===== config.mk =====
export PLATFORM = sky130hd
export DESIGN_NAME = fetcher_icache
export DESIGN_NICKNAME = d
export VERILOG_FILES = /design/src/rtl/fetcher_icache.sv
export SDC_FILE = /design/constraint.sdc
export NUM_CORES = 1
export LEC_CHECK = 0
export CAP_MARGIN = 20
export CORE_ASPECT_RATIO = 0.8
export CORE_MARGIN = 5
export CORE_UTILIZATION = 52
export DETAILED_ROUTE_END_ITERATION = 7
export PLACE_DENSITY = 0.75
export SYNTH_ARGS = -nofsm -noshare
export SYNTH_HDL_FRONTEND = slang
export SYNTH_SLANG_ARGS = --single-unit

===== constraint.sdc =====
create_clock -name clk -period 4 [get_ports clk]
set_clock_uncertainty 0.2 [all_clocks]
set_input_delay 0.8 -clock clk [delete_from_list [all_inputs] [get_ports clk]]
set_output_delay 0.8 -clock clk [all_outputs]
set_load 0.01 [all_outputs]

===== src/rtl/fetcher_icache.sv =====
// Per-core instruction fetcher with a small fully-associative instruction cache.
// Hits return in one cycle; misses issue a single read to the program-memory controller.
module fetcher_icache #(
    parameter int unsigned ADDR_BITS     = 8,
    parameter int unsigned DATA_BITS     = 16,
    parameter int unsigned CACHE_ENTRIES = 4
) (
    input  logic                 clk,
    input  logic                 reset,
    input  logic [2:0]           core_state,
    input  logic [ADDR_BITS-1:0] current_pc,
    input  logic                 flush,
    output logic                 mem_read_valid,
    output logic [ADDR_BITS-1:0] mem_read_address,
    input  logic                 mem_read_ready,
    input  logic [DATA_BITS-1:0] mem_read_data,
    output logic [2:0]           fetcher_state,
    output logic [DATA_BITS-1:0] instruction,
    output logic [15:0]          hit_count,
    output logic [15:0]          miss_count
);

    localparam int unsigned IDX_BITS = (CACHE_ENTRIES > 1) ? $clog2(CACHE_ENTRIES) : 1;
    localparam int unsigned CNT_BITS = 16;
    localparam logic [2:0]  CORE_FETCH  = 3'b001;
    localparam logic [2:0]  CORE_DECODE = 3'b010;

    typedef enum logic [2:0] {
        IDLE     = 3'b000,
        FETCHING = 3'b001,
        FETCHED  = 3'b010
    } state_t;

    state_t                                  state, state_n;
    logic                                    mem_read_valid_n;
    logic [ADDR_BITS-1:0]                    mem_read_address_n;
    logic [DATA_BITS-1:0]                    instruction_n;
    logic [CNT_BITS-1:0]                     hit_count_n, miss_count_n;
    logic [CACHE_ENTRIES-1:0]                valid, valid_n;
    logic [CACHE_ENTRIES-1:0][ADDR_BITS-1:0] tags, tags_n;
    logic [CACHE_ENTRIES-1:0][DATA_BITS-1:0] lines, lines_n;
    logic [IDX_BITS-1:0]                     rr_ptr, rr_ptr_n;
    logic                                    fill_killed, fill_killed_n;

    logic                                    hit_c;
    logic [IDX_BITS-1:0]                     hit_idx_c;
    logic                                    free_c;
    logic [IDX_BITS-1:0]                     free_idx_c;
    logic [IDX_BITS-1:0]                     fill_idx_c;

    assign fetcher_state = state;

    // Tag match across all valid entries; a tag is never resident twice.
    always_comb begin
        hit_c     = 1'b0;
        hit_idx_c = '0;
        for (int i = 0; i < int'(CACHE_ENTRIES); i++) begin
            if (valid[i] && (tags[i] == current_pc)) begin
                hit_c     = 1'b1;
                hit_idx_c = IDX_BITS'(i);
            end
        end
    end

    // Lowest-index invalid entry, scanned downward so the lowest one wins.
    always_comb begin
        free_c     = 1'b0;
        free_idx_c = '0;
        for (int i = int'(CACHE_ENTRIES) - 1; i >= 0; i--) begin
            if (!valid[i]) begin
                free_c     = 1'b1;
                free_idx_c = IDX_BITS'(i);
            end
        end
    end

    assign fill_idx_c = free_c ? free_idx_c : rr_ptr;

    // Next-state and registered-output logic.
    always_comb begin
        state_n            = state;
        mem_read_valid_n   = mem_read_valid;
        mem_read_address_n = mem_read_address;
        instruction_n      = instruction;
        hit_count_n        = hit_count;
        miss_count_n       = miss_count;
        valid_n            = valid;
        tags_n             = tags;
        lines_n            = lines;
        rr_ptr_n           = rr_ptr;
        fill_killed_n      = fill_killed;

        if (flush) begin
            valid_n = '0;
        end

        case (state)
            IDLE: begin
                // A still-high ready means the previous response is not retired yet.
                if ((core_state == CORE_FETCH) && !mem_read_ready) begin
                    if (hit_c && !flush) begin
                        instruction_n = lines[hit_idx_c];
                        state_n       = FETCHED;
                        if (hit_count != '1) begin
                            hit_count_n = hit_count + CNT_BITS'(1);
                        end
                    end else begin
                        mem_read_valid_n   = 1'b1;
                        mem_read_address_n = current_pc;
                        state_n            = FETCHING;
                        if (miss_count != '1) begin
                            miss_count_n = miss_count + CNT_BITS'(1);
                        end
                    end
                end
            end

            FETCHING: begin
                if (flush) begin
                    fill_killed_n = 1'b1;
                end
                if (mem_read_ready) begin
                    instruction_n    = mem_read_data;
                    mem_read_valid_n = 1'b0;
                    state_n          = FETCHED;
                    fill_killed_n    = 1'b0;
                    if (!fill_killed && !flush) begin
                        valid_n[fill_idx_c] = 1'b1;
                        tags_n[fill_idx_c]  = mem_read_address;
                        lines_n[fill_idx_c] = mem_read_data;
                        if (!free_c) begin
                            rr_ptr_n = rr_ptr + IDX_BITS'(1);
                        end
                    end
                end
            end

            FETCHED: begin
                if (core_state == CORE_DECODE) begin
                    state_n = IDLE;
                end
            end

            default: begin
                state_n = IDLE;
            end
        endcase
    end

    // State and output registers; reset also abandons any outstanding read.
    always_ff @(posedge clk) begin
        if (reset) begin
            state            <= IDLE;
            mem_read_valid   <= 1'b0;
            mem_read_address <= '0;
            instruction      <= '0;
            hit_count        <= '0;
            miss_count       <= '0;
            valid            <= '0;
            tags             <= '0;
            lines            <= '0;
            rr_ptr           <= '0;
            fill_killed      <= 1'b0;
        end else begin
            state            <= state_n;
            mem_read_valid   <= mem_read_valid_n;
            mem_read_address <= mem_read_address_n;
            instruction      <= instruction_n;
            hit_count        <= hit_count_n;
            miss_count       <= miss_count_n;
            valid            <= valid_n;
            tags             <= tags_n;
            lines            <= lines_n;
            rr_ptr           <= rr_ptr_n;
            fill_killed      <= fill_killed_n;
        end
    end

endmodule

# Word level (Yosys, flattened, before mapping)
# Cells that the tools add are included.
# Widths: inputs -> output; s select.
# word_totals
input_bits,31
word_cells,109
out_inout_bits,60
reg_bits,163
# op_classes
magnitude_cmp,3
eq_ne,15
n_bitwise,3
n_mux,45
add_sub_neg,3
reduce_logical,23
# ops
operator,n
$mux 16,5
$bwmux 64,1
$add 16x1->16 const B,2
$bmux 16 s2,1
$bwmux 32,1
$demux 16 s2,1
$eq 8x8->1,4
$ne 16x16->1 const B,2
$pmux 16 s2,1
$reduce_and 4->1,5
$demux 8 s2,1
$mux 2,8
$mux 4,4
$mux 1,15
$ne 2x2->1 const B,5
$mux 3,3
$pmux 3 s3,1
$reduce_and 3->1,3
$logic_and 1x1->1,8
$mux 8,1
$eq 3x1->1 const B,2
$eq 3x2->1 const B,2
$lt 2x3->1 const B,2
$or 4x4->4,1
9 further kinds,13

# Logic depth before layout (Yosys ltp)
# logic_depth
ltp_word,13
mapped_depth,11
ltp_nobuf,7

# Worst setup path after synthesis
# Ideal clock, no wire load.
# synth_path
path_type,input -> register
startpoint,in current_pc[2]
endpoint,reg instruction[2]
stages,10
setup_time_ps,116
path_buffers,4
arrival_ps,2600
required_ps,3684
setup_slack_ps,1084
path_cell_list,buf_2 > xnor2_2 > nand4_1 > or3_1 > buf_6 > a41oi_4 > buf_6 > a21boi_4 > clkbuf_1 > a31o_2
# synth_between
elab_chain_cells,10
# synth_rtl
item,line,text
"start, declared",11,"input logic [ADDR_BITS-1:0] current_pc,"
$eq 8x8->1,58,if (valid[i] && (tags[i] == current_pc)) begin
$logic_and 1x1->1,58,
$mux 1,58,
$mux 2 (2 in series),58,
$bmux 16 s2,102,instruction_n = lines[hit_idx_c];
$mux 16 (not written as such),102,
$mux 16,101,if (hit_c && !flush) begin
$mux 16,100,if ((core_state == CORE_FETCH) && !mem_read_ready) begin
$pmux 16 s2,97,case (state)
"end signal, assigned",168,instruction <= instruction_n;
"end, declared",18,"output logic [DATA_BITS-1:0] instruction,"
# Parallel ways exist; a longest one is shown, timed or not. The select of a mux whose other input is x is not followed.
# A chain may end at the register's enable or synchronous reset.

# Worst setup path after layout
# layout_path
startpoint,in current_pc[7]
endpoint,reg hit_count[5]
# layout_between
elab_chain_cells,8
# layout_rtl
item,line,text
$eq 8x8->1,58,
$logic_and 1x1->1,58,
$mux 1 (3 in series),58,
$mux 1 *,58,
$logic_and 1x1->1 *,101,
$reduce_and 4->1 (no line) *,-,
"end signal, assigned",169,hit_count <= hit_count_n;
"end, declared",19,"output logic [15:0] hit_count,"
# Every way passes the cells marked *; elsewhere a longest branch is shown, timed or not.

==> results.yml <==
worst_setup_path:
  worstPathRequired_ns: 4.12
  cp.arrival_ns: 3.41
  cp-end-kind: "register"
  worst-setup-path-type: "primary input to register"
  worstSetupStartpointType: "primary input"
  critPathMaxFanout: 29
drt:
  drc: 0
  drtPass1Iterations: 7
  routed_wl_mm: 18.0
  vias: 6118
  wire_per_inst_um: 16.3
  drt.antenna.violating_nets: 0
  drtIter0Drc: 494
  detail_route.vias_per_cell: 5.55
floorplan:
  die_w_um: 143
  ios: 91
  die_h_um: 116
  initial_utilization_pct: 53.6
  rows: 38
  die_area_mm2: 0.0166
  core_mm2: 0.0137
synth:
  yosys-top-cells-area: "dfxtp_1, mux2i_1, nand2_1, nor2_1, a21oi_1"
  synthesis.area_mm2: 0.00733
  synth_cells: 840
  synth_flop_cell: "dfxtp_1"
  ys_seq_area_share_pct: 44.2
  synth_edf_count: 0
  postSynth.asyncResetShare_pct: 0
  synth_top_cell_area_share_pct: 44.2
  synth_nets: 873
  avgSynthCellArea_um2: 8.73
  synth_area_leader_cell: "dfxtp_1"
  synth_seq_cells: 162
  yosysWarningCount: 0
  ys_types: 49
clock_tree:
  cts_resized: 0
  cts_tree: "yes"
  cts_made_buffers: 17
  cts-root-buf: "clkbuf_16"
  clk_latency_ns: 0.43
  cts.sinks: 162
  postCtsHoldBufs: 0
  cts-htree-levels: 4
  path_clk_slew_ns: 0.06
  cts_setup_buffers: 0
  ctsLongestPathBuffers: 2
hold_path:
  hold_class: "register to register"
sta:
  tns_ns: 0
  maxSlewViolCount: 0
  max_freq_mhz: 303
  worst_slew_pin_slew_ns: 0.894
  rsz0062_at_grt: "false"
  slew_headroom_pct: 40.4
  hold_viol: 0
  finalCritPeriodShare_pct: 82.4
  setup_viol_count_final: 0
  setup_slack_ns: 0.702
  fin_crit_ns: 3.30
finish:
  multi_input_comb_area_mm2: 0.00376
  utilization_pct: 65.9
  nets: 944
  areaGrowthSynthToFinish_pct: 23.0
  num_antenna_cells: 0
  fillers: 1134
  seq_area_mm2: 0.00324
  drive_gt1_share_pct: 10.3
grt:
  grt_usage_pct: 22.5
  grt_max_degree: 88
  grt_pass1_wl_mm: 29.9
  antenna_found_initial: 0
  grt_pass1_vias: 5757
  gr-total-overflow: 0
placed_design:
  pre_cts_ws_ns: 0.249
  port_buffers: 89
  place_congestion: 0.823
  dp_hpwl_mm: 12.1
pwr:
  p_leak_nw: 3.42
  totalPowerFinal_mw: 3.65
  power_density_mw_per_mm2: 404
  ir_drop_v: 0.000350
outcome:
  outcome: "finished, final reports clean"
job:
  max_cap_viol_count: 0
-- through the flow --
stage	instances	cell area (µm²)	hold WS, ns
after floorplan	840	7330	0.234
after global placement	1072	8340	0.241
after detailed placement	1072	8340	0.247
after CTS	1103	9020	0.256
after global routing	1103	9020	0.270
final	1103	9020	0.255
-- worst max-delay path: stages --
cell,delay [ns]
clkdlybuf4s50_1,0.65
xnor2_1,0.17
nand4_1,0.17
or3_1,0.41
buf_4,0.25
and4_1,0.27
nor4_4,0.35
a21oi_1,0.11
a31o_2,0.22
-- metal layers --
metal / track usage (%) / up-vias / wire, µm
met5: 0 / - / 0
met4: 5.76 / 0 / 196
met3: 5.89 / 20 / 992
met2: 34.4 / 160 / 8020
met1: 31.9 / 2895 / 8810
li1: - / 3043 / -
-- cells in the final DEF (no fill, tap or decap), types with 7 or more instances in the layout --
master           netlist  routed
a211oi_1              13      13
a21oi_1               70      70
a31o_2                26      26
and3_1                15      15
buf_4                  5      25
bufinv_16              0       7
clkbuf_16              0      17
clkdlybuf4s50_1        0      88
dfxtp_1              162     162
inv_1                  7       7
mux2i_1               74      74
nand2_1              117     117
nand3_1               21      21
nand4_1                7       7
nor2_1               106     106
nor3_1                 8       7
nor4_1                13      13
o21ai_0               35      35
or3_1                 14      14
xnor2_1               38      38
xor2_1                11      11
-- registers in the layout, summed over array words and instances (netlist names) --
name,cells
fetcher_state,2
lines,64
rr_ptr,2
fill_killed,1
instruction,16
mem_read_address,8
miss_count,16
mem_read_valid,1
tags,32
valid,4
hit_count,16
-- area by class of cell --
cell class	count	area share [%]
flip-flops and latches	162	35.9
repair buffers	114	12.1
well taps	180	2.50
clock inverters	10	2.55
inverters	7	0.291
multi-input cells	609	41.7
clock buffers	21	4.99
-- final timing paths --
check | startpoint | endpoint | slack, ns | cells past startpoint
setup reg to reg | fetcher_state[0]$_SDFFE_PP0P_ | tags[26]$_SDFFE_PP0P_ | 1.35 | 7
hold reg to reg | lines[0]$_SDFFE_PP0P_ | lines[0]$_SDFFE_PP0P_ | 0.25 | 2
setup / recovery | current_pc[7] | hit_count[5]$_SDFFE_PP0P_ | 0.70 | 9
hold / removal | lines[0]$_SDFFE_PP0P_ | lines[0]$_SDFFE_PP0P_ | 0.25 | 2
-- report_power, final --
group	internal (mW)	leakage (nW)	switching, mW
clock network	1.25	0.323	0.638
registers	1.62	1.30	0.00484
logic	0.0566	1.79	0.0840
-- cells by family after synthesis --
kind of cell    after synthesis  share of synthesized area (%)
fa+ha+maj                     2                          0.341
other cells                   1                         0.0511
xor+xnor                     50                           6.07
mux                          78                           10.7
compound gates              160                           13.8
buf+inv                      69                           4.68
flops                       162                           44.2
simple gates                318                           20.1
-- synth_stat cells, drive strengths merged, types with 2 or more instances --
cell    number
a31o        26
or3         14
a211oi      13
and2         3
buf         23
o221ai       4
xnor2       39
nor4        14
mux2i       74
ha           2
and3        15
dfxtp      162
nand3       21
nor4b        2
nor2       106
nand3b       3
clkbuf      39
mux2         4
o21ai       36
inv          7
nand2      117
nor3        10
a21oi       71
a211o        4
xor2        11
nand4        8
No activity file was read; power rests on OpenSTA's default activity.
